**src/rtl/sprite_move_arbiter_if.sv**
```systemverilog
`default_nettype none
// ============================================================================
//  Module      : sprite_move_arbiter_if
//  Description : Request/response and board-write bundle between the two
//                player front ends and the sprite move arbiter.
//  Revision    : 1.0  initial release
// ============================================================================
interface sprite_move_arbiter_if;
    logic       frame_tick;
    logic       req1;
    logic       req2;
    logic [3:0] cell1;
    logic [3:0] cell2;
    logic       clear;
    logic       grant1;
    logic       grant2;
    logic       deny1;
    logic       deny2;
    logic       busy;
    logic       wr_en;
    logic [3:0] wr_addr;
    logic [1:0] wr_player;
    logic [9:0] anim_x;
    logic [9:0] anim_y;
    logic       anim_active;
    logic       full;

    // Driver side: players, vblank timing and board clear
    modport master (
        output frame_tick, req1, req2, cell1, cell2, clear,
        input  grant1, grant2, deny1, deny2, busy, wr_en, wr_addr, wr_player,
        input  anim_x, anim_y, anim_active, full
    );

    // Arbiter side
    modport slave (
        input  frame_tick, req1, req2, cell1, cell2, clear,
        output grant1, grant2, deny1, deny2, busy, wr_en, wr_addr, wr_player,
        output anim_x, anim_y, anim_active, full
    );
endinterface
`default_nettype wire

```
**src/rtl/sprite_move_arbiter.sv**
```systemverilog
`default_nettype none
// ============================================================================
//  Module      : sprite_move_arbiter
//  Description : Arbitrates two players' move requests onto a 4x4 board,
//                animates the falling sprite one step per frame and commits
//                the move to board memory. Optional macro SPRITE_ARB_RR_EN
//                selects round-robin priority (default: player 1 wins ties).
//  Revision    : 1.0  initial release
// ============================================================================
module sprite_move_arbiter #(
    parameter logic [9:0] CELL_W = 10'd160,
    parameter logic [9:0] CELL_H = 10'd120,
    parameter logic [9:0] STEP_Y = 10'd40
) (
    input wire              clk,
    input wire              rst,
    sprite_move_arbiter_if.slave bus
);

    localparam logic [1:0] S_IDLE   = 2'd0;
    localparam logic [1:0] S_ANIM   = 2'd1;
    localparam logic [1:0] S_COMMIT = 2'd2;

    logic [1:0]  r_state;
    logic [15:0] r_mask;
    logic        r_full;
    logic [3:0]  r_cell;
    logic [1:0]  r_player;
    logic [9:0]  r_target_y;
    logic        r_grant1;
    logic        r_grant2;
    logic        r_deny1;
    logic        r_deny2;
    logic        r_busy;
    logic        r_wr_en;
    logic [3:0]  r_wr_addr;
    logic [1:0]  r_wr_player;
    logic [9:0]  r_anim_x;
    logic [9:0]  r_anim_y;
    logic        r_anim_active;
`ifdef SPRITE_ARB_RR_EN
    logic        r_prio;   // 0: player 1 holds the token, 1: player 2
`endif

    logic        w_pick2;
    logic [3:0]  w_cell;
    logic        w_blocked;
    logic [9:0]  w_start_x;
    logic [9:0]  w_target_y;
    logic [9:0]  w_next_y;
    logic [15:0] w_mask_set;

    // Winner selection and next-position arithmetic
    always_comb begin
`ifdef SPRITE_ARB_RR_EN
        w_pick2    = bus.req2 & (~bus.req1 | r_prio);
`else
        w_pick2    = bus.req2 & ~bus.req1;
`endif
        w_cell     = w_pick2 ? bus.cell2 : bus.cell1;
        w_blocked  = r_mask[w_cell] | r_full;
        w_start_x  = {8'd0, w_cell[1:0]} * CELL_W;
        w_target_y = {8'd0, w_cell[3:2]} * CELL_H;
        w_next_y   = r_anim_y + STEP_Y;
        w_mask_set = r_mask | (16'd1 << r_cell);
    end

    // Arbitration FSM with registered outputs
    always_ff @(posedge clk) begin
        if (rst) begin
            r_state       <= S_IDLE;
            r_mask        <= 16'd0;
            r_full        <= 1'b0;
            r_cell        <= 4'd0;
            r_player      <= 2'd0;
            r_target_y    <= 10'd0;
            r_grant1      <= 1'b0;
            r_grant2      <= 1'b0;
            r_deny1       <= 1'b0;
            r_deny2       <= 1'b0;
            r_busy        <= 1'b0;
            r_wr_en       <= 1'b0;
            r_wr_addr     <= 4'd0;
            r_wr_player   <= 2'd0;
            r_anim_x      <= 10'd0;
            r_anim_y      <= 10'd0;
            r_anim_active <= 1'b0;
`ifdef SPRITE_ARB_RR_EN
            r_prio        <= 1'b0;
`endif
        end else begin
            // Response and write strobes are single-cycle pulses
            r_grant1 <= 1'b0;
            r_grant2 <= 1'b0;
            r_deny1  <= 1'b0;
            r_deny2  <= 1'b0;
            r_wr_en  <= 1'b0;
            case (r_state)
                S_IDLE: begin
                    if (bus.clear) begin
                        // Clear wins over any request in the same cycle
                        r_mask <= 16'd0;
                        r_full <= 1'b0;
                    end else if (bus.req1 | bus.req2) begin
                        if (w_blocked) begin
                            r_deny1 <= ~w_pick2;
                            r_deny2 <= w_pick2;
                        end else begin
                            r_grant1      <= ~w_pick2;
                            r_grant2      <= w_pick2;
                            r_cell        <= w_cell;
                            r_player      <= w_pick2 ? 2'd2 : 2'd1;
                            r_target_y    <= w_target_y;
                            r_anim_x      <= w_start_x;
                            r_anim_y      <= 10'd0;
                            r_anim_active <= 1'b1;
                            r_busy        <= 1'b1;
                            r_state       <= S_ANIM;
                        end
                    end
                end
                S_ANIM: begin
                    if (bus.frame_tick) begin
                        if (w_next_y >= r_target_y) begin
                            // Land exactly on the row; write goes out in COMMIT
                            r_anim_y    <= r_target_y;
                            r_wr_en     <= 1'b1;
                            r_wr_addr   <= r_cell;
                            r_wr_player <= r_player;
                            r_state     <= S_COMMIT;
                        end else begin
                            r_anim_y <= w_next_y;
                        end
                    end
                end
                S_COMMIT: begin
                    r_mask        <= w_mask_set;
                    r_full        <= &w_mask_set;
                    r_anim_active <= 1'b0;
                    r_busy        <= 1'b0;
                    r_state       <= S_IDLE;
`ifdef SPRITE_ARB_RR_EN
                    r_prio        <= ~r_prio;
`endif
                end
                default: begin
                    r_anim_active <= 1'b0;
                    r_busy        <= 1'b0;
                    r_state       <= S_IDLE;
                end
            endcase
        end
    end

    assign bus.grant1      = r_grant1;
    assign bus.grant2      = r_grant2;
    assign bus.deny1       = r_deny1;
    assign bus.deny2       = r_deny2;
    assign bus.busy        = r_busy;
    assign bus.wr_en       = r_wr_en;
    assign bus.wr_addr     = r_wr_addr;
    assign bus.wr_player   = r_wr_player;
    assign bus.anim_x      = r_anim_x;
    assign bus.anim_y      = r_anim_y;
    assign bus.anim_active = r_anim_active;
    assign bus.full        = r_full;

endmodule
`default_nettype wire

```
**src/flat_wrapper.sv**
```systemverilog
// flat-port wrapper written by rule: the top's interface ports become plain ports
module sprite_move_arbiter_flat 
#(
    parameter logic [9:0] CELL_W = 10'd160,
    parameter logic [9:0] CELL_H = 10'd120,
    parameter logic [9:0] STEP_Y = 10'd40
)
  (clk, rst, bus_frame_tick, bus_req1, bus_req2, bus_cell1, bus_cell2, bus_clear, bus_grant1, bus_grant2, bus_deny1, bus_deny2, bus_busy, bus_wr_en, bus_wr_addr, bus_wr_player, bus_anim_x, bus_anim_y, bus_anim_active, bus_full);
  sprite_move_arbiter_if bus_i ();
  input wire clk;
  input wire rst;
  input wire logic [$bits(bus_i.frame_tick)-1:0] bus_frame_tick;
  input wire logic [$bits(bus_i.req1)-1:0] bus_req1;
  input wire logic [$bits(bus_i.req2)-1:0] bus_req2;
  input wire logic [$bits(bus_i.cell1)-1:0] bus_cell1;
  input wire logic [$bits(bus_i.cell2)-1:0] bus_cell2;
  input wire logic [$bits(bus_i.clear)-1:0] bus_clear;
  output wire logic [$bits(bus_i.grant1)-1:0] bus_grant1;
  output wire logic [$bits(bus_i.grant2)-1:0] bus_grant2;
  output wire logic [$bits(bus_i.deny1)-1:0] bus_deny1;
  output wire logic [$bits(bus_i.deny2)-1:0] bus_deny2;
  output wire logic [$bits(bus_i.busy)-1:0] bus_busy;
  output wire logic [$bits(bus_i.wr_en)-1:0] bus_wr_en;
  output wire logic [$bits(bus_i.wr_addr)-1:0] bus_wr_addr;
  output wire logic [$bits(bus_i.wr_player)-1:0] bus_wr_player;
  output wire logic [$bits(bus_i.anim_x)-1:0] bus_anim_x;
  output wire logic [$bits(bus_i.anim_y)-1:0] bus_anim_y;
  output wire logic [$bits(bus_i.anim_active)-1:0] bus_anim_active;
  output wire logic [$bits(bus_i.full)-1:0] bus_full;
  assign bus_i.frame_tick = bus_frame_tick;
  assign bus_i.req1 = bus_req1;
  assign bus_i.req2 = bus_req2;
  assign bus_i.cell1 = bus_cell1;
  assign bus_i.cell2 = bus_cell2;
  assign bus_i.clear = bus_clear;
  assign bus_grant1 = bus_i.grant1;
  assign bus_grant2 = bus_i.grant2;
  assign bus_deny1 = bus_i.deny1;
  assign bus_deny2 = bus_i.deny2;
  assign bus_busy = bus_i.busy;
  assign bus_wr_en = bus_i.wr_en;
  assign bus_wr_addr = bus_i.wr_addr;
  assign bus_wr_player = bus_i.wr_player;
  assign bus_anim_x = bus_i.anim_x;
  assign bus_anim_y = bus_i.anim_y;
  assign bus_anim_active = bus_i.anim_active;
  assign bus_full = bus_i.full;
  sprite_move_arbiter #(.CELL_W(CELL_W), .CELL_H(CELL_H), .STEP_Y(STEP_Y)) u_core (.clk(clk), .rst(rst), .bus(bus_i));
endmodule
```
**config.mk**
```make
export PLATFORM = sky130hd
export DESIGN_NAME = sprite_move_arbiter_flat
export DESIGN_NICKNAME = d
export VERILOG_FILES = /design/src/rtl/sprite_move_arbiter_if.sv /design/src/rtl/sprite_move_arbiter.sv /design/src/flat_wrapper.sv
export SDC_FILE = /design/constraint.sdc
export NUM_CORES = 1
export LEC_CHECK = 0
export ABC_AREA = 1
export CAP_MARGIN = 20
export CORE_UTILIZATION = 45
export DETAILED_ROUTE_END_ITERATION = 16
export PLACE_DENSITY_LB_ADDON = 0.1
export SYNTH_ARGS = -nofsm -noshare
export SYNTH_HDL_FRONTEND = slang
export SYNTH_SLANG_ARGS = --single-unit
```
**constraint.sdc**
```tcl
create_clock -name clk -period 6.6 [get_ports clk]
set_input_delay 0.66 -clock clk [delete_from_list [all_inputs] [get_ports clk]]
set_output_delay 0.66 -clock clk [all_outputs]
set_load 0.02 [all_outputs]
```
==> impl_metrics.toml, run 1 <==
[sta]
layout_min_cycle_time_ns = 2.85
rsz0062_at_grt = "no"
relSlewSlack_pct = 54.3
setup_viol = 0
fin_setup_tns_ns = 0
final.period_utilization_pct = 43.2
slew_violations = 0
worst_pin_slew_ns = 0.684
finalWorstSetupSlack_ns = 3.75
hold_violations = 0
clock.fmax_ghz = 0.351
skew_ns = 0.00754

[synthesis]
ys_ff_latch = 48
yosys_warnings = 0
synth_area_leaders = "dfxtp_1 34%, nand2_1 12%, nor2_1 9.1%, inv_1 7.8%, nand3_1 6.4%"
synth_cell_types = 28
yosysTopAreaCell = "dfxtp_1"
synth_most_common_cell = "nand2_1"
syn_area_per_cell_sq_um = 6.57
yosysSeqAreaShare_pct = 34.4
ys.flop_type = "dfxtp_1"
synth_top_area_share_pct = 34.4
synth_common_cells = "90 x nand2_1, 68 x nor2_1, 58 x inv_1"
async_flop_share_pct = 0
synth_edf_count = 0
syn-cell-area_sq_um = 2790
synth_cells = 425

[clock_tree]
cts_buffer_depth = 2
cts_max_level = 2
clk_latency_ns = 0.30
cts_root_buffer = "clkbuf_8"
ctsHoldBuffers = 0
cts_resized = 0
cts_made_buffers = 5
cts_tree = "built"
cts_setup_buffers = 0
cts_num_sinks = 48
clk_pin_slew_worst_paths_ns = 0.09

[floorplan]
row_count = 28
start_util_pct = 46.9
ioPinCount = 48
core_area_sq_um = 5960
fp.dieH_um = 80.8
fp.dieArea_sq_um = 6530
dieWidth_um = 80.8

[setup_path]
critPathMaxStageDelay_ns = 0.39
critPathMaxFanout = 12
cp_common_cell = "inv_1"
crit_path_top_delay_cell = "dfxtp_1"
required_ns = 6.84
crit_buf_inv = 4
setup.worst_path.class = "flop to flop"
worst-r2r-cell-count = 16
path_cells = "ha_1, inv_1, a21oi_1, xor2_1, inv_1, ha_1, nand2_1, nor3_1, nand4_1, nand3_1, nand2_1, inv_1, nand2_1, inv_1, nor2_1, nor2_1"
end_kind = "flop"
reg2reg_slack_ns = 3.75
cp.arrival_ns = 3.09
cp-start-kind = "flop"
rr_endpoint = "u_core.bus.wr_addr[1]"
r2r-start = "u_core.bus.anim_y[3]"
crit_family = "simple AND/OR/NAND/NOR gates"

[min_path]
holdCritStartpoint = "u_core.r_mask[2]"
hold_path.class = "flop to flop"
min_to = "u_core.r_mask[2]"
hold-path-cell-count = 2

[final_layout]
synthToLayoutAreaGrowth_pct = 15.7
fillers = 625
fin_nets = 477
drive_above_1_share_pct = 5.95
num_antenna_cells = 0

[pwr]
seq_power_share_pct = 41.4
power.switching_w = 0.000314
power.total_w = 0.000808
p_leak_nw = 1.44
sw_frac_of_total_pct = 38.8
combPwrFrac_pct = 36.3
vdd_drop_max_v = 0.000110
clock_power_share_pct = 22.2
power_density_nw_per_um2 = 250
power.internal_w = 0.000495

[placed_design]
hpwl_um = 4910
gp_congestion = 0.949
dp_slack_ns = 3.70
portBuffers = 38

[global_routing]
overflow = 0
grt_max_degree = 27
grt_pass1_wl_um = 10700
grt_pass1_vias = 2205
antenna_found_initial = 0
grt.total_usage_pct = 21.3

[route]
routed_wirelength_um = 6610
drc_errors = 0
drtAntennaViolNets = 0
via_per_inst = 4.93
drt_first_pass_iters = 4
detail_route.wl_per_cell_um = 12.5
drt_iter0_drc = 159
via_count = 2610

[outcome]
status = "finished clean"

[job]
maxCapViolCount = 0
==> tightest hold or removal path, stage by stage (launching register included) <==
cell and delay (ns):
dfxtp_1 0.32, nand2_1 0.06, a21oi_1 0.05
==> final cells by class <==
class | instances | area [sq um] | share of cell area, %
clock buffer | 5 | 68.8 | 2.13
timing repair buffer | 40 | 399 | 12.3
multi-input combinational | 296 | 1460 | 45.1
inverter | 62 | 233 | 7.20
tap | 75 | 93.8 | 2.90
clock inverter | 3 | 18.8 | 0.580
sequential | 48 | 961 | 29.7
==> per-layer routing <==
| layer | vias to the layer above | track usage, % | part of all wire, % |
|---|---|---|---|
| met5 | - | 0 | 0 |
| met4 | 0 | 5.71 | 1.0 |
| met3 | 9 | 3.60 | 5.2 |
| met2 | 65 | 31.9 | 42 |
| met1 | 1164 | 31.3 | 52 |
| li1 | 1372 | - | - |
==> flip-flops by register name, indices dropped and copies added, names as in the netlist <==
name,count
u_core.bus.anim_active,1
u_core.r_state,2
u_core.r_mask,16
u_core.bus.wr_addr,4
u_core.bus.grant2,1
u_core.bus.wr_en,1
u_core.r_target_y,4
u_core.bus.deny2,1
u_core.bus.full,1
u_core.bus.anim_y,7
u_core.r_cell,4
u_core.bus.deny1,1
u_core.r_player,2
u_core.bus.wr_player,2
u_core.bus.grant1,1
==> through the flow <==
stage	cells	util [%]	cell area [sq um]	hold slack, ns
2_1_floorplan	433	-	2820	0.445
3_3_place_gp	520	52.6	3130	0.454
3_5_place_dp	520	52.6	3130	0.459
4_1_cts	528	54.1	3220	0.473
5_1_grt	529	54.3	3230	0.487
6_report	529	54.3	3230	0.469
==> kinds of logic after synthesis <==
logic type / share of synthesized area [%]
and+or+nand+nor: 35.3
other: 0.134
xor gates and xnor gates: 0.941
DFF: 34.4
AOI/OAI and AO/OA: 10.3
adders and majority gates: 4.48
buffers and inverters: 14.5
==> layout by cell type, fill, tap and decap left out, types with 2 or more instances in the layout <==
master            n
nand2_1          90
dfxtp_1          48
xor2_1            3
conb_1            9
nand3_2           3
nand3_4           2
clkbuf_8          5
nand4_1           7
o21bai_1          3
nand2_4           2
nor3_1            8
inv_2             4
o21ai_2           2
nand2_2           3
nand3_1          36
nor2_1           68
o21ai_0          23
clkinv_2          2
inv_1            58
clkdlybuf4s50_1  38
ha_1             10
a21oi_1          22
==> power by group through the flow <==
stage / registers, W / clock network [W] / logic (W)
after floorplan: 0.000349 / 0 / 0.000214
after global routing: 0.000338 / 0.000193 / 0.000333
after global placement: 0.000341 / 0 / 0.000290
final: 0.000335 / 0.000180 / 0.000294
after detailed placement: 0.000341 / 0 / 0.000292
after CTS: 0.000335 / 0.000184 / 0.000294
==> worst max-delay path by stage <==
stage / start / to / slack, ns / depth (start not counted)
3_3_place_gp: bus_req2 / u_core.r_player[0] / 3.77 / 12
2_1_floorplan: u_core.bus.anim_y[3] / u_core.bus.wr_addr[0] / 4.25 / 16
4_1_cts: u_core.bus.anim_y[3] / u_core.bus.wr_addr[1] / 3.72 / 16
3_5_place_dp: bus_req2 / u_core.r_player[1] / 3.70 / 11
5_1_grt: u_core.bus.anim_y[3] / u_core.bus.wr_en / 3.33 / 15
6_report: u_core.bus.anim_y[3] / u_core.bus.wr_addr[1] / 3.75 / 16
Power figures use the tool's default switching activity.
==> run 2, diff against run 1 <==
- clock period: 6.6 -> 2.9 ns (I/O delays scaled with it)
==> impl_metrics.toml, run 2 (synthesis gave the netlist of run 1 again) <==
[setup_path]
critPathMaxStageDelay_ns = 0.40
cp_common_cell = "inv_1"
setup.worst_path.class = "flop to flop"
cp_num_cells = 16
crit_path_top_delay_cell = "dfxtp_1"
crit_family = "simple AND/OR/NAND/NOR gates"
required_ns = 3.16
end_kind = "flop"
crit_buf_inv = 5
critPathMaxFanout = 7
cp.arrival_ns = 2.81
worst-r2r-cell-count = 16
cp-start-kind = "flop"
path_cells = "ha_1, inv_1, a21oi_1, xor2_1, inv_1, ha_1, nand2_1, nor3_1, nand4_1, nand3_1, nand2_1, inv_1, nand2_1, inv_1, nand2_1, inv_1"

[final_layout]
multiInputGateArea_sq_um = 1460
layout_commonest_cell = "nand2_1"
seq_area_sq_um = 961
fin_nets = 479
largest_register = "u_core.r_mask"
fillers = 609
final_cell_mix = "90 x nand2_1, 68 x nor2_1, 58 x inv_1, 48 x dfxtp_1, 38 x clkdlybuf4s50_1"
synthToLayoutAreaGrowth_pct = 17.2
num_antenna_cells = 0
largest_reg_flops = 16
drive_above_1_share_pct = 6.36

[route]
drc_errors = 0
drtAntennaViolNets = 0
drt_first_pass_iters = 4
via_per_inst = 4.92
routed_wirelength_um = 6490
via_count = 2614
detail_route.wl_per_cell_um = 12.2
drt_iter0_drc = 159

[floorplan]
ioPinCount = 48
core_area_sq_um = 5960
fp.dieH_um = 80.8
fp.dieArea_sq_um = 6530
row_count = 28
dieWidth_um = 80.8
start_util_pct = 46.9

[sta]
rsz0062_at_grt = "no"
relSlewSlack_pct = 53.3
skew_ns = 0.0108
slew_violations = 0
fin_setup_tns_ns = 0
clock.fmax_ghz = 0.392
hold_violations = 0
hold_slack_ns = 0.470
worst_pin_slew_ns = 0.700
layout_min_cycle_time_ns = 2.55
final.period_utilization_pct = 88.0
setup_viol = 0

[global_routing]
grt_pass1_wl_um = 10900
antenna_found_initial = 0
overflow = 0
grt_pass1_vias = 2336
grt.total_usage_pct = 21.6
grt_max_degree = 26

[pwr]
vdd_drop_max_v = 0.000358
power_density_nw_per_um2 = 598
p_leak_nw = 1.46

[min_path]
hold_path.class = "flop to flop"
hold-path-cell-count = 2

[placed_design]
portBuffers = 38
gp_congestion = 0.870
hpwl_um = 4790

[clock_tree]
ctsHoldBuffers = 0
cts_buffer_depth = 2
cts_setup_buffers = 0
cts_root_buffer = "clkbuf_8"
clk_pin_slew_worst_paths_ns = 0.10
cts_num_sinks = 48
cts_made_buffers = 5
cts_tree = "built"
cts_max_level = 2
clk_latency_ns = 0.31
cts_resized = 0

[outcome]
status = "finished clean"

[job]
maxCapViolCount = 0
-- run 2: cell types whose count changed in the layout (fill, tap and decap cells not counted) --
cell and change:
clkinv_4 +1, buf_4 +3, buf_6 -1, bufinv_16 +1, clkinv_2 -2
-- run 2: path summary, 6_finish.rpt --
path	startpoint	to	slack [ns]
setup reg to reg	u_core.bus.anim_y[3]	u_core.bus.wr_en	0.35
hold / removal	u_core.r_mask[6]	u_core.r_mask[6]	0.47
setup / recovery	u_core.bus.anim_y[3]	u_core.bus.wr_en	0.35
hold reg to reg	u_core.r_mask[6]	u_core.r_mask[6]	0.47
-- run 2: final cells by class --
class | instances | share of cell area [%]
clock inverter | 3 | 1.45
inverter | 62 | 7.11
sequential | 48 | 29.4
timing repair buffer | 42 | 12.5
multi-input combinational | 296 | 44.6
tap | 75 | 2.87
clock buffer | 5 | 2.10
-- run 2: metal layers --
layer  global-route usage (%)  part of all wire (%)  vias up
met5                        0                     0        -
met4                     6.43                   1.5        0
met3                     3.26                   5.5        9
met2                     33.4                    42       73
met1                     30.8                    51     1159
li1                         -                     -     1373
-- run 2: power breakdown --
group          switching (W)  total [W]  leakage (nW)  internal (W)
Clock               0.000249   0.000509        0.0583      0.000260
Combinational       0.000425   0.000687          1.01      0.000262
Sequential         0.0000509   0.000762         0.390      0.000711
Total               0.000725    0.00196          1.46       0.00123
-- run 2: tightest hold or removal path, stage by stage (launching register included) --
cell     delay, ns
dfxtp_1       0.32
nand2_1       0.06
a21oi_1       0.05
-- run 2: per-stage QoR --
| step | cell area (sq um) | std cells | setup WS [ns] | utilization, % | power [W] |
|---|---|---|---|---|---|
| after floorplan | 2820 | 433 | 0.549 | - | 0.00128 |
| after global placement | 3160 | 523 | 0.328 | 53.0 | 0.00146 |
| after detailed placement | 3160 | 523 | 0.364 | 53.0 | 0.00146 |
| after CTS | 3270 | 531 | 0.334 | 55.0 | 0.00198 |
| after global routing | 3270 | 531 | 0.000282 | 55.0 | 0.00210 |
| final | 3270 | 531 | 0.347 | 55.0 | 0.00196 |
